$ cat config.mk
export PLATFORM = sky130hd
export DESIGN_NAME = overlay_cmd_seq
export DESIGN_NICKNAME = d
export VERILOG_FILES = /design/src/rtl/overlay_cmd_seq.sv
export SDC_FILE = /design/constraint.sdc
export NUM_CORES = 1
export LEC_CHECK = 0
export CAP_MARGIN = 20
export CORE_AREA = 2 2 721 723
export DETAILED_ROUTE_END_ITERATION = 10
export DIE_AREA = 0 0 723 725
export PLACE_DENSITY = 0.3
export SETUP_SLACK_MARGIN = 0.15
export SYNTH_ARGS = -nofsm -noshare
export SYNTH_HDL_FRONTEND = slang
export SYNTH_SLANG_ARGS = --single-unit
$ cat constraint.sdc
create_clock -name sys_clk -period 24.9 [get_ports sys_clk]
set_input_delay 2.49 -clock sys_clk [delete_from_list [all_inputs] [get_ports sys_clk]]
set_output_delay 2.49 -clock sys_clk [all_outputs]
set_load 0.01 [all_outputs]
$ cat src/rtl/overlay_cmd_seq.sv
// overlay_cmd_seq
// -----------------------------------------------------------------------------
// Builds one overlay frame as a command list for the shared draw engine:
// one CLEAR of the bank being written, one RECT per valid box, then (when
// labels are compiled in) the label characters of every valid box. Each
// command is offered over a valid/ready handshake. The overlay RAM is
// ping-pong banked; o_disp_bank names the last completed bank.
//
// Optional feature macro: OVL_LABEL_EN
//   defined   : LABEL state exists and CHAR commands (type 2) are issued.
//   undefined : i_cls_str / i_rect_cls are ignored, RECT goes straight to DONE.
//
// Ports
//   sys_clk, sys_rst       clock, synchronous active-high reset
//   i_frame_start          one-cycle request to build the next frame
//   i_rect                 box k at [k*4*L_W +: 4*L_W], packed {x1,y1,x2,y2}
//   i_rect_vld             per-box valid
//   i_rect_cls             class of box k at [k*CLS_W +: CLS_W]
//   i_cls_str              label of class c, char 0 in the MSB byte, 0 ends
//   o_cmd_valid/i_cmd_ready command handshake
//   o_cmd_type             0 CLEAR, 1 RECT, 2 CHAR
//   o_x1,o_y1,o_x2,o_y2    RECT corners (CHAR uses o_x1/o_y1)
//   o_ys,o_ye              CLEAR row range
//   o_ascii, o_color       CHAR code, command colour
//   o_bank, o_disp_bank    bank being written, last completed bank
//   o_frame_done           one-cycle pulse when the list completes
//   o_overrun, i_overrun_clr sticky "start while busy" flag and its clear
// -----------------------------------------------------------------------------
module overlay_cmd_seq #(
  parameter int         N_RECT      = 16,
  parameter int         L_W         = 10,
  parameter int         CLS_W       = 4,
  parameter int         LBL_CH      = 8,
  parameter int         BANK_ROWS   = 128,
  parameter int         LBL_YOFF    = 10,
  parameter logic [2:0] RECT_COLOR  = 3'b011,
  parameter logic [2:0] LABEL_COLOR = 3'b010
) (
  input  logic                              sys_clk,
  input  logic                              sys_rst,
  input  logic                              i_frame_start,
  input  logic [N_RECT*4*L_W-1:0]           i_rect,
  input  logic [N_RECT-1:0]                 i_rect_vld,
  input  logic [N_RECT*CLS_W-1:0]           i_rect_cls,
  input  logic [(2**CLS_W)*LBL_CH*8-1:0]    i_cls_str,
  output logic                              o_cmd_valid,
  input  logic                              i_cmd_ready,
  output logic [1:0]                        o_cmd_type,
  output logic [L_W-1:0]                    o_x1,
  output logic [L_W-1:0]                    o_y1,
  output logic [L_W-1:0]                    o_x2,
  output logic [L_W-1:0]                    o_y2,
  output logic [L_W-1:0]                    o_ys,
  output logic [L_W-1:0]                    o_ye,
  output logic [7:0]                        o_ascii,
  output logic [2:0]                        o_color,
  output logic                              o_bank,
  output logic                              o_disp_bank,
  output logic                              o_frame_done,
  output logic                              o_overrun,
  input  logic                              i_overrun_clr
);

  localparam int BOX_W = 4 * L_W;
  localparam int KW    = (N_RECT > 1) ? $clog2(N_RECT) : 1;
  localparam logic [L_W:0] ROWS = (L_W+1)'(BANK_ROWS);

  typedef enum logic [2:0] {S_IDLE, S_CLEAR, S_RECT, S_LABEL, S_DONE} state_t;

  state_t                   r_state;
  state_t                   w_next;
  logic [N_RECT*BOX_W-1:0]  r_rect;
  logic [N_RECT-1:0]        r_vld;
  logic [KW-1:0]            r_k;
  logic                     r_bank;
  logic                     r_disp_bank;
  logic                     r_frame_done;
  logic                     r_overrun;

  logic [BOX_W-1:0]         w_box;
  logic [L_W-1:0]           w_x1, w_y1, w_x2, w_y2;
  logic [L_W:0]             w_ys_x, w_ye_x;
  logic                     w_xfer;
  logic                     w_k_last;
  logic                     w_rect_adv;
  logic                     w_k_ld;
  logic [KW-1:0]            w_k_nxt;

  // Coordinates are carried one bit wider; anything past the top is clamped.
  function automatic logic [L_W-1:0] f_sat(input logic [L_W:0] v);
    return v[L_W] ? {L_W{1'b1}} : v[L_W-1:0];
  endfunction

  // Subtraction that floors at zero instead of wrapping.
  function automatic logic [L_W-1:0] f_sub_floor(input logic [L_W-1:0] a,
                                                 input logic [L_W-1:0] b);
    return (a < b) ? '0 : (a - b);
  endfunction

  assign w_box      = r_rect[int'(r_k)*BOX_W +: BOX_W];
  assign w_x1       = w_box[4*L_W-1 -: L_W];
  assign w_y1       = w_box[3*L_W-1 -: L_W];
  assign w_x2       = w_box[2*L_W-1 -: L_W];
  assign w_y2       = w_box[L_W-1:0];
  assign w_ys_x     = r_bank ? ROWS : '0;
  assign w_ye_x     = w_ys_x + ROWS - (L_W+1)'(1);
  assign w_xfer     = o_cmd_valid & i_cmd_ready;
  assign w_k_last   = (int'(r_k) == N_RECT - 1);
  // Invalid slots advance on their own; valid slots wait for the handshake.
  assign w_rect_adv = !r_vld[r_k] || w_xfer;

`ifdef OVL_LABEL_EN
  localparam int IW = (LBL_CH > 1) ? $clog2(LBL_CH) : 1;
  localparam logic [L_W-1:0] YOFF = L_W'(LBL_YOFF);

  logic [N_RECT*CLS_W-1:0]  r_cls;
  logic [IW-1:0]            r_i;
  logic [7:0]               r_char;
  logic [L_W:0]             w_xc;
  logic                     w_emit;
  logic                     w_box_end;
  logic                     w_i_ld;
  logic [IW-1:0]            w_i_nxt;
  logic [CLS_W-1:0]         w_ncls;
  logic [7:0]               w_nchar;

  assign w_xc   = {1'b0, w_x1} + ((L_W+1)'(r_i) << 3);
  // A string stops at its terminator or at the first char off the right edge.
  assign w_emit = r_vld[r_k] && (r_char != 8'h00) && !w_xc[L_W];
  assign w_box_end = !w_emit || (w_xfer && (int'(r_i) == LBL_CH - 1));

  // The char for the next (box, index) is fetched when the indices move, so
  // the presented char is held even if the class table changes during a stall.
  always_comb begin
    w_i_ld  = 1'b0;
    w_i_nxt = r_i;
    if (r_state == S_RECT && w_rect_adv && w_k_last) begin
      w_i_ld  = 1'b1;
      w_i_nxt = '0;
    end else if (r_state == S_LABEL) begin
      if (w_box_end) begin
        w_i_ld  = 1'b1;
        w_i_nxt = '0;
      end else if (w_xfer) begin
        w_i_ld  = 1'b1;
        w_i_nxt = r_i + IW'(1);
      end
    end
  end

  assign w_ncls  = r_cls[int'(w_k_nxt)*CLS_W +: CLS_W];
  assign w_nchar = i_cls_str[int'(w_ncls)*LBL_CH*8 + (LBL_CH-1-int'(w_i_nxt))*8 +: 8];

  always_ff @(posedge sys_clk) begin
    if (sys_rst) begin
      r_i <= '0;
    end else if (w_i_ld) begin
      r_i <= w_i_nxt;
    end
  end

  always_ff @(posedge sys_clk) begin
    if (r_state == S_IDLE && i_frame_start) r_cls <= i_rect_cls;
    if (w_i_ld) r_char <= w_nchar;
  end
`else
  logic w_unused_lbl;
  assign w_unused_lbl = ^{i_cls_str, i_rect_cls};
`endif

  // Box index walk shared by the RECT scan and the label pass.
  always_comb begin
    w_k_ld  = 1'b0;
    w_k_nxt = r_k;
    case (r_state)
      S_CLEAR: if (w_xfer) begin
        w_k_ld  = 1'b1;
        w_k_nxt = '0;
      end
      S_RECT: if (w_rect_adv) begin
        w_k_ld  = 1'b1;
        w_k_nxt = w_k_last ? '0 : (r_k + KW'(1));
      end
`ifdef OVL_LABEL_EN
      S_LABEL: if (w_box_end) begin
        w_k_ld  = 1'b1;
        w_k_nxt = r_k + KW'(1);
      end
`endif
      default: ;
    endcase
  end

  // ---- state register and control flags ----
  always_ff @(posedge sys_clk) begin
    if (sys_rst) begin
      r_state      <= S_IDLE;
      r_k          <= '0;
      r_bank       <= 1'b0;
      r_disp_bank  <= 1'b1;
      r_frame_done <= 1'b0;
      r_overrun    <= 1'b0;
    end else begin
      r_state      <= w_next;
      if (w_k_ld) r_k <= w_k_nxt;
      r_frame_done <= (r_state == S_DONE);
      if (r_state == S_DONE) begin
        r_disp_bank <= r_bank;
        r_bank      <= ~r_bank;
      end
      // A fresh overrun beats a simultaneous clear.
      if (i_frame_start && r_state != S_IDLE) r_overrun <= 1'b1;
      else if (i_overrun_clr)                 r_overrun <= 1'b0;
    end
  end

  // Frame snapshot: later input changes cannot tear the frame in progress.
  always_ff @(posedge sys_clk) begin
    if (r_state == S_IDLE && i_frame_start) begin
      r_rect <= i_rect;
      r_vld  <= i_rect_vld;
    end
  end

  // ---- next-state logic ----
  always_comb begin
    w_next = r_state;
    case (r_state)
      S_IDLE:  if (i_frame_start) w_next = S_CLEAR;
      S_CLEAR: if (w_xfer) w_next = S_RECT;
      S_RECT: if (w_rect_adv && w_k_last) begin
`ifdef OVL_LABEL_EN
        w_next = S_LABEL;
`else
        w_next = S_DONE;
`endif
      end
`ifdef OVL_LABEL_EN
      S_LABEL: if (w_box_end && w_k_last) w_next = S_DONE;
`endif
      S_DONE:  w_next = S_IDLE;
      default: w_next = S_IDLE;
    endcase
  end

  // ---- command outputs ----
  always_comb begin
    o_cmd_valid = 1'b0;
    o_cmd_type  = 2'd0;
    o_x1        = '0;
    o_y1        = '0;
    o_x2        = '0;
    o_y2        = '0;
    o_ys        = '0;
    o_ye        = '0;
    o_ascii     = 8'h00;
    o_color     = 3'b000;
    case (r_state)
      S_CLEAR: begin
        o_cmd_valid = 1'b1;
        o_ys        = f_sat(w_ys_x);
        o_ye        = f_sat(w_ye_x);
      end
      S_RECT: if (r_vld[r_k]) begin
        o_cmd_valid = 1'b1;
        o_cmd_type  = 2'd1;
        o_x1        = w_x1;
        o_y1        = w_y1;
        o_x2        = w_x2;
        o_y2        = w_y2;
        o_color     = RECT_COLOR;
      end
`ifdef OVL_LABEL_EN
      S_LABEL: if (w_emit) begin
        o_cmd_valid = 1'b1;
        o_cmd_type  = 2'd2;
        o_x1        = w_xc[L_W-1:0];
        o_y1        = f_sub_floor(w_y1, YOFF);
        o_ascii     = r_char;
        o_color     = LABEL_COLOR;
      end
`endif
      default: ;
    endcase
  end

  assign o_bank       = r_bank;
  assign o_disp_bank  = r_disp_bank;
  assign o_frame_done = r_frame_done;
  assign o_overrun    = r_overrun;

endmodule
* After elaboration in Yosys (flattened, before gate mapping) *
Cells that the tools add are included.

cells by class
  mux-type cells = 34
  eq/ne operators = 8
  $mul = 1
  div/mod/pow operators = 0
  reduce and logical (&&, ||, !) cells = 11
  order comparisons = 1
  add/subtract/negate cells = 3
  bitwise logic cells = 2
  shift operators = 1

operators by type and width
  operator                                                                      number
  640-bit by 11-bit variable part select with 40-bit output                     1
  10-bit two-way mux                                                            12
  4-bit two-way mux                                                             3
  9-bit by 1-bit subtractor with 10-bit output, second input constant           1
  8-bit by 8-bit adder with 9-bit output, second input constant                 1
  3-bit two-way mux                                                             3
  3-bit one-hot mux with 3 select lines                                         1
  1-bit two-way mux                                                             8
  8-bit two-way mux                                                             1
  2-bit != test, second input constant                                          4
  4-bit one-hot mux with 2 select lines                                         1
  4-bit by 3-bit multiplier with 7-bit output, second input constant            1
  4-bit by 5-bit less-than comparator with 1-bit output, second input constant  1
  4-bit by 1-bit adder with 4-bit output, second input constant                 1
  1-bit binary-select mux with 4-bit select                                     1
  4-bit by 1-bit == test with 1-bit output, second input constant               1
  2-bit two-way mux                                                             2
  1-bit one-hot mux with 2 select lines                                         2
  4-bit AND reduction                                                           1
  2-bit nonzero test                                                            2
  3-bit by 1-bit == test with 1-bit output, second input constant               1
  3-bit by 2-bit == test with 1-bit output, second input constant               1
  3-bit == test, second input constant                                          1
  1-bit logical AND                                                             3
  other kinds (7)                                                               7

storage, ports and cells
  logic and storage cells = 69
  memory bits (read-only) = 0
  output and inout bits = 78
  register bits after elaboration = 667
  memories kept = 0
  latch bits = 0
  memory bits (writable) = 0

* Logic depth before layout (Yosys ltp) *
Gate-level depths: netlist of run 1.

  word-level depth = 9
  depth in mapped cells = 8
  gate-level depth less buffers = 6

* Worst setup path before layout of run 1 *
Ideal clock, no wire load.

  path kind = in2reg
  start = in i_frame_start
  end = reg r_rect[0], enable pin
  setup slack = 6.581 ns
  setup time = 1.112 ns
  stages on the path = 1
  required time = 23.788 ns
  data arrival time = 17.207 ns
  cells stage by stage = and2_1

between the ends
  longest elaborated chain between the ends = 1

RTL lines
  element               RTL line  RTL
  from (decl)           41        input logic i_frame_start,
  1-bit logical AND     219       if (r_state == S_IDLE && i_frame_start) begin
  to (signal assigned)  220       r_rect <= i_rect;
  to (decl)             72        logic [N_RECT*BOX_W-1:0] r_rect;

Every way passes these cells.
A chain may end at the register's enable or synchronous reset.

* Worst setup path in the final report of run 1 *
  start = reg r_k[0]
  end = out o_x1[8]

between the ends
  longest elaborated chain between the ends = 4
  elaborated cells between the ends (all ways) = 6
  those cells by class = mul: 1; shift: 1; mux: 4

RTL lines
  element                                                                                                          RTL line  RTL
  from (decl)                                                                                                      74        logic [KW-1:0] r_k;
  from (signal assigned)                                                                                           205       if (w_k_ld) r_k <= w_k_nxt;
  4-bit by 3-bit multiplier with 7-bit output / 1-bit binary-select mux with 4-bit select (equally long branches)  100, 264
  640-bit by 11-bit variable part select with 40-bit output / 1-bit two-way mux (equally long branches)            100, 264
  10-bit two-way mux (*)                                                                                           264       S_RECT: if (r_vld[r_k]) begin
  10-bit two-way mux (*)                                                                                           258       case (r_state)
  to (decl)                                                                                                        49        output logic [L_W-1:0] o_x1,

Mark *: on every way between the ends. The rest lies on a longest branch, timed or not. The select of a mux whose other input is x is not followed.

==> reports/qor.log, run 1 <==
INFO  drt            drt_pre_antenna_iters=7
INFO  finish         num-fill-cells=59364
INFO  sta            worst_pin_slew=1090ps
INFO  pwr            pwr_density_cell=71.8nW/µm²
INFO  cts            cts_tree=done
INFO  sta            setup_viol=0
INFO  outcome        run_status=finished clean
INFO  worst_setup_path worst-endpoint-required=22410ps
INFO  sta            rsz0062_at_grt=false
INFO  floorplanning  core=516000µm²
INFO  global_route   first_global_vias=15963
INFO  global_route   initial_antenna_violation_count=176
INFO  sta            hold_viol=0
INFO  yosys          postSynth.topFlopCell=sky130_fd_sc_hd__edfxtp_1
INFO  cts            clkLatencyLatePin=840ps
INFO  sta            period_share=33.2%
INFO  cts            cts_made_buffers=96
INFO  place          place_area=41300µm²
INFO  cts            cts_hold_buffers=0
INFO  sta            clock.fmax=121MHz
INFO  drt            postRouteWirelength=148mm
INFO  sta            timing.final.crit_period=8260ps
INFO  floorplanning  dieWidth=723µm
INFO  yosys          ys_async_sr_fraction=0%
INFO  drt            drtIter0Drc=746
INFO  place          place.gp.congestion=0.719
INFO  sta            fin_skew=48.1ps
INFO  worst_setup_path critPathArrivalTime=5770ps
INFO  finish         final_core_utilization=8.59%
INFO  floorplanning  floorplan.initialDensity=4.97%
INFO  yosys          synth_cell_types=43
INFO  yosys          syn-mean-instance-area=24.2µm²
INFO  place          dp_hpwl=119mm
INFO  hold_path      hp-class=flop to flop
INFO  run            max-cap-violations=0
INFO  sta            finalMaxSlewViolations=0
INFO  yosys          number_of_synthesized_register_bits=667
INFO  worst_setup_path worst_setup_path_end_kind=output pin
INFO  finish         layout-area-overhead-vs-synth=72.9%
INFO  finish         layout.nets=3579
INFO  cts            cts.reportedPaths.clkPinSlew=70ps
INFO  sta            max_slew_margin=27.3%
INFO  yosys          synthesis.area=25600µm²
INFO  floorplanning  ioPinCount=1827
INFO  worst_setup_path startpoint_type=flop
INFO  cts            cts_max_level=3
INFO  global_route   global_route_wire_length_before_repair=183mm
INFO  yosys          synthesis.yosys.warnings=0
INFO  worst_setup_path worst-setup-path-type=flop to output pin
INFO  yosys          postSynthCellCount=1060
INFO  drt            via_per_inst=1.68
INFO  worst_setup_path crit_path_max_fanout=61
INFO  finish         design_area=44300µm²
INFO  floorplanning  die_outline_area=524000µm²
INFO  cts            cts_post_setup_buffers_inserted=0
INFO  yosys          synth-edff-count=656
INFO  drt            detail_route.wl_per_cell=16.7µm
INFO  cts            cts-root-to-sink-buffers=4
INFO  floorplanning  fp-row-count=264
INFO  sta            fin_setup_tns=0ps
INFO  cts            clkSinkCount=667
INFO  yosys          synth_area_leaders=sky130_fd_sc_hd__edfxtp_1 77%, sky130_fd_sc_hd__mux4_2 18%, sky130_fd_sc_hd__nor2b_1 1.0%, sky130_fd_sc_hd__buf_4 0.91%, sky130_fd_sc_hd__dfxtp_1 0.86%
INFO  yosys          synth_top_cell_by_area=sky130_fd_sc_hd__edfxtp_1
INFO  global_route   global_route.usage.total=5.47%
INFO  cts            cts_root_buffer=sky130_fd_sc_hd__clkbuf_16
INFO  cts            cts-resized-gates=0
INFO  floorplanning  die_y=725µm
INFO  finish         layout-drive-gt1-share=18.8%
INFO  yosys          post-synth-top-count-cell=sky130_fd_sc_hd__edfxtp_1
INFO  place          numPortBuffers=717
INFO  global_route   grt_start_max_net_pins=161
INFO  pwr            peak_supply_drop=0.0509mV
INFO  global_route   grt.overflow.total=0
INFO  drt            drt.antenna.violating_nets=0
INFO  yosys          synth_top_area_share=76.8%
INFO  drt            detailroute.via_count=14832
INFO  yosys          synth_top_cells_by_count=656 x sky130_fd_sc_hd__edfxtp_1, 202 x sky130_fd_sc_hd__mux4_2, 41 x sky130_fd_sc_hd__nor2b_1
INFO  pwr            p_leak=12.1nW
INFO  yosys          synth_sequential_area_ratio=77.7%
INFO  drt            residual_drc_count=0
-- cells in the final DEF, fill, tap and decap left out, types with 4 or more instances in the layout --
master and count:
sky130_fd_sc_hd__o21ai_0 4, sky130_fd_sc_hd__clkbuf_16 96, sky130_fd_sc_hd__dfxtp_4 4, sky130_fd_sc_hd__diode_2 30
sky130_fd_sc_hd__conb_1 21, sky130_fd_sc_hd__mux4_2 202, sky130_fd_sc_hd__dfxtp_1 7, sky130_fd_sc_hd__bufinv_16 5
sky130_fd_sc_hd__nor2_1 6, sky130_fd_sc_hd__inv_6 7, sky130_fd_sc_hd__edfxtp_1 656, sky130_fd_sc_hd__nor2b_1 41
sky130_fd_sc_hd__buf_4 14, sky130_fd_sc_hd__inv_1 6, sky130_fd_sc_hd__mux2_1 4, sky130_fd_sc_hd__clkinv_1 21
sky130_fd_sc_hd__clkinv_2 8, sky130_fd_sc_hd__clkbuf_1 20, sky130_fd_sc_hd__nand2b_1 4, sky130_fd_sc_hd__clkdlybuf4s50_1 717
-- per-stage QoR --
step                total power [mW]  instances  hold WS [ps]  worst slack (ps)
floorplan                       1.66       1080           493              6580
global placement                1.89       8647           514             17150
detailed placement              1.89       8647           495             17180
CTS                             3.29       8817           508             16220
global route                    3.33       8827           554             16140
finish                          3.18       8847           505             16640
-- worst max-delay path, cell delays in order (launching register included) --
cell,delay [ps]
sky130_fd_sc_hd__dfxtp_4,990
sky130_fd_sc_hd__buf_12,600
sky130_fd_sc_hd__buf_4,850
sky130_fd_sc_hd__mux4_2,690
sky130_fd_sc_hd__mux4_2,620
sky130_fd_sc_hd__nor2b_1,180
sky130_fd_sc_hd__clkdlybuf4s50_1,740
-- final timing paths --
kind | from | end | slack (ps) | depth (start not counted)
worst max-delay path | r_k[0]$_SDFFE_PP0P_ | o_x1[8] | 16640 | 6
worst min-delay path | o_overrun$_SDFFE_PP0P_ | o_overrun$_SDFFE_PP0P_ | 510 | 2
worst max register to register | r_state[2]$_SDFFE_PP0P_ | r_rect[249]$_DFFE_PP_ | 20270 | 5
worst min register to register | o_overrun$_SDFFE_PP0P_ | o_overrun$_SDFFE_PP0P_ | 510 | 2
-- state kept, by name, indices dropped and copies added, names as in the netlist --
name / cells
r_rect: 640
r_vld: 16
r_k: 4
r_state: 3
o_bank: 1
o_disp_bank: 1
o_frame_done: 1
o_overrun: 1
-- power by group --
| part | leakage [nW] | internal, mW | switching (mW) | total [mW] |
|---|---|---|---|---|
| registers | 6.37 | 1.34 | 0.0458 | 1.38 |
| logic | 4.25 | 0.236 | 0.223 | 0.459 |
| clock network | 1.44 | 0.768 | 0.574 | 1.34 |
| total | 12.1 | 2.34 | 0.843 | 3.18 |
-- cells by family (layout without fill, tap and decap cells) --
logic type                 after synthesis  after routing  share of synthesized area (%)
DFF                                    667            667                           77.7
other                                    1             51                         0.0146
adders and majority gates                1              1                         0.0488
xor gates and xnor gates                 1              1                         0.0342
AOI/OAI and AO/OA                       22             22                          0.669
buffers and inverters                   89            910                           1.86
and+or+nand+nor                         70             70                           1.65
muxes                                  209            209                           18.0
-- area by class of cell --
type / count / area (µm²) / share of cell area, %
sequential: 667 / 19900 / 45.0
tap: 6916 / 8650 / 19.5
timing repair buffer: 734 / 7340 / 16.6
multi-input combinational: 324 / 5330 / 12.0
clock buffer: 118 / 2500 / 5.65
clock inverter: 52 / 459 / 1.04
antenna: 30 / 75.1 / 0.169
inverter: 6 / 22.5 / 0.0508
-- per-layer routing --
metal  share of wire, %  routed length, µm  vias up  GRT usage [%]
met1                 36              53500     7449           5.77
met3                 10              15200      376           2.55
met4                3.4               5040      116           1.77
met5               0.51                760        -              0
li1                   -                  -     6076              -
met2                 50              73600      815           9.58
Power figures use the tool's default switching activity.
==> inputs of run 2 (changes only) <==
==> constraint.sdc (replaced) <==
create_clock -name sys_clk -period 8.2 [get_ports sys_clk]
set_input_delay 0.82 -clock sys_clk [delete_from_list [all_inputs] [get_ports sys_clk]]
set_output_delay 0.82 -clock sys_clk [all_outputs]
set_load 0.01 [all_outputs]
==> reports/qor.log, run 2 (synthesis gave the netlist of run 1 again) <==
INFO  sta            hold_viol=0 [unchanged]
INFO  global_route   grt.overflow.total=0 [unchanged]
INFO  cts            cts_made_buffers=90 [-6.3%]
INFO  finish         top_regs=r_rect: 640 flops, r_vld: 16 flops, r_k: 4 flops
INFO  pwr            power.share.switching=25.9% [-0.63 points]
INFO  sta            holdWs=487ps [-17.8 ps]
INFO  cts            clkLatencyLatePin=850ps [about the same]
INFO  cts            cts_root_buffer=sky130_fd_sc_hd__clkbuf_16
INFO  pwr            p_leak=12.0nW [-0.80%]
INFO  drt            residual_drc_count=0 [unchanged]
INFO  worst_setup_path path_cells=mux4_2 -> nor2b_1 -> o221ai_4 -> buf_12 -> nor2b_1 -> clkdlybuf4s50_1
INFO  pwr            power.clock.fraction=40.4% [-1.8 points]
INFO  cts            cts-root-to-sink-buffers=4 [unchanged]
INFO  global_route   grt_start_max_net_pins=178 [+11%]
INFO  worst_setup_path startpoint_type=flop
INFO  finish         multi_input_comb_area=5330µm² [unchanged]
INFO  worst_setup_path ff2ff_path_depth=4 [-1]
INFO  worst_setup_path critPathArrivalTime=4580ps [-1190 ps]
INFO  finish         largest_register_ff_count=640 [unchanged]
INFO  finish         num-fill-cells=59347 [-0.029%]
INFO  worst_setup_path crit_buf_inv=2 [-1]
INFO  worst_setup_path ff2ff_setup_slack=5140ps [-15130 ps]
INFO  worst_setup_path worst_setup_path_end_kind=output pin
INFO  floorplanning  core=516000µm² [unchanged]
INFO  floorplanning  fp-row-count=264 [unchanged]
INFO  cts            cts_tree=done
INFO  place          numPlacedInstances=8648 [+0.012%]
INFO  worst_setup_path crit_path_max_fanout=35 [-43%]
INFO  sta            worst_pin_slew=1210ps [+117 ps]
INFO  floorplanning  ioPinCount=1827 [unchanged]
INFO  cts            cts.reportedPaths.clkPinSlew=50ps [-20 ps]
INFO  pwr            pwr_density_cell=211nW/µm² [+190%]
INFO  worst_setup_path critical_path_startpoint=r_k[2]$_SDFFE_PP0P_
INFO  sta            period_share=65.8%
INFO  finish         layout.nets=3575 [-0.11%]
INFO  hold_path      worstHoldPathCells=2 [unchanged]
INFO  cts            cts_hold_buffers=0 [unchanged]
INFO  worst_setup_path critical_path.endpoint=o_x1[1]
INFO  place          dpl_worst_slack=2770ps [-14410 ps]
INFO  sta            clock.fmax=185MHz
INFO  drt            detail_route.wl_per_cell=16.7µm [about the same]
INFO  pwr            peak_supply_drop=0.162mV [+220%]
INFO  global_route   initial_antenna_violation_count=178 [+1.1%]
INFO  finish         layout.cells.most_common_list=717 x sky130_fd_sc_hd__clkdlybuf4s50_1, 656 x sky130_fd_sc_hd__edfxtp_1, 202 x sky130_fd_sc_hd__mux4_2, 90 x sky130_fd_sc_hd__clkbuf_16, 41 x sky130_fd_sc_hd__nor2b_1
INFO  sta            final.setup.worst_slack=2800ps [-13840 ps]
INFO  worst_setup_path r2r-end=r_rect[52]$_DFFE_PP_
INFO  sta            max_slew_margin=19.4% [-7.8 points]
INFO  hold_path      hp-class=flop to flop
INFO  global_route   first_global_vias=15856 [-0.67%]
INFO  finish         ff_latch_area=19900µm² [unchanged]
INFO  outcome        run_status=finished clean
INFO  sta            rsz0062_at_grt=false
INFO  pwr            power.internal=6.91mW [+200%]
INFO  floorplanning  die_y=725µm [unchanged]
INFO  pwr            power_switching=2.41mW [+190%]
INFO  worst_setup_path worst_path_largest_cell_delay=980ps [about the same]
INFO  finish         final_common_cell=sky130_fd_sc_hd__clkdlybuf4s50_1
INFO  sta            fin_skew=79.4ps [+31.3 ps]
INFO  place          numPortBuffers=717 [unchanged]
INFO  place          dp_hpwl=120mm [+1.1%]
INFO  cts            cts-resized-gates=0 [unchanged]
INFO  finish         layout-area-overhead-vs-synth=72.2%
INFO  drt            drt_pre_antenna_iters=6 [-1]
INFO  drt            postRouteWirelength=148mm [about the same]
INFO  cts            cts_max_level=3 [unchanged]
INFO  finish         fin_cells=8841 [-0.068%]
INFO  pwr            comb_power_share=15.0% [+0.6 points]
INFO  floorplanning  dieWidth=723µm [unchanged]
INFO  cts            cts_post_setup_buffers_inserted=0 [unchanged]
INFO  worst_setup_path worst-setup-path-type=flop to output pin
INFO  cts            clkSinkCount=667 [unchanged]
INFO  worst_setup_path worst-endpoint-required=7380ps [-15030 ps]
INFO  sta            fin_setup_tns=0ps [unchanged]
INFO  finish         largest-register=r_rect
INFO  sta            timing.final.crit_period=5400ps
INFO  global_route   global_route_wire_length_before_repair=182mm [-0.78%]
INFO  run            max-cap-violations=0 [unchanged]
INFO  floorplanning  floorplan.initialDensity=4.97% [unchanged]
INFO  worst_setup_path critical_path.most_common_cell=sky130_fd_sc_hd__nor2b_1
INFO  finish         final_core_utilization=8.56% [-0.034 points]
INFO  sta            setup_viol=0 [unchanged]
INFO  drt            via_per_inst=1.67 [-0.37%]
INFO  finish         layout-drive-gt1-share=18.4% [-0.48 points]
INFO  pwr            totalPowerFinal=9.32mW [+190%]
INFO  worst_setup_path critPathSlowestCell=sky130_fd_sc_hd__clkdlybuf4s50_1
INFO  worst_setup_path cpLargestDelayFamily=buffers and inverters
INFO  place          place.gp.congestion=0.717 [-0.28%]
INFO  sta            finalMaxSlewViolations=0 [unchanged]
INFO  global_route   global_route.usage.total=5.45% [-0.020 points]
INFO  worst_setup_path critical_path_cell_count=6 [unchanged]
INFO  pwr            power.sequential.fraction=44.6% [+1.2 points]
INFO  drt            drtIter0Drc=812 [+8.8%]
INFO  place          place_area=41300µm² [+0.11%]
INFO  worst_setup_path worst_r2r_startpoint=r_state[2]$_SDFFE_PP0P_
INFO  drt            detailroute.via_count=14767 [-0.44%]
INFO  finish         design_area=44100µm² [-0.40%]
INFO  floorplanning  die_outline_area=524000µm² [unchanged]
INFO  drt            drt.antenna.violating_nets=0 [unchanged]
==> run 2: cell types whose count changed in the layout (fill, tap and decap cells not counted), sizes merged <==
cell	before	now
clkbuf	118	106
clkinvlp	3	2
bufinv	5	4
buf	17	19
clkinv	33	36
diode	30	40
inv	17	10
==> run 2: power by group through the flow <==
stage	Clock, mW	Combinational, mW	Sequential (mW)
after CTS	3.97	1.44	4.19
after detailed placement	0	1.44	4.26
final	3.77	1.40	4.16
after global routing	4.06	1.50	4.18
after floorplan	0	0.689	4.20
after global placement	0	1.44	4.25
==> run 2: layout make-up <==
type / instances / share of cell area, %
Inverter: 6 / 0.0510
Clock inverter: 46 / 0.859
Tap cell: 6916 / 19.6
Sequential cell: 667 / 45.2
Antenna cell: 40 / 0.227
Clock buffer: 106 / 5.24
Multi-Input combinational cell: 324 / 12.1
Timing Repair Buffer: 736 / 16.8
==> run 2: tightest hold or removal path, stage by stage (launching register included) <==
cell	delay, ps
sky130_fd_sc_hd__dfxtp_1	310
sky130_fd_sc_hd__nand2b_1	70
sky130_fd_sc_hd__a21oi_1	60
==> run 2: how the worst min path moves through the flow <==
stage,endpoint,startpoint
finish,o_overrun$_SDFFE_PP0P_,o_overrun$_SDFFE_PP0P_
global route,r_rect[328]$_DFFE_PP_,i_rect[328]
CTS,r_rect[328]$_DFFE_PP_,i_rect[328]
detailed placement,o_overrun$_SDFFE_PP0P_,o_overrun$_SDFFE_PP0P_
global placement,o_overrun$_SDFFE_PP0P_,o_overrun$_SDFFE_PP0P_
floorplan,o_overrun$_SDFFE_PP0P_,o_overrun$_SDFFE_PP0P_
==> run 2: metal layers <==
layer | wire, µm | GRT usage, %
met5 | 857 | 0
met4 | 6300 | 2.31
met3 | 17500 | 3.02
met2 | 73000 | 9.44
met1 | 50400 | 5.33
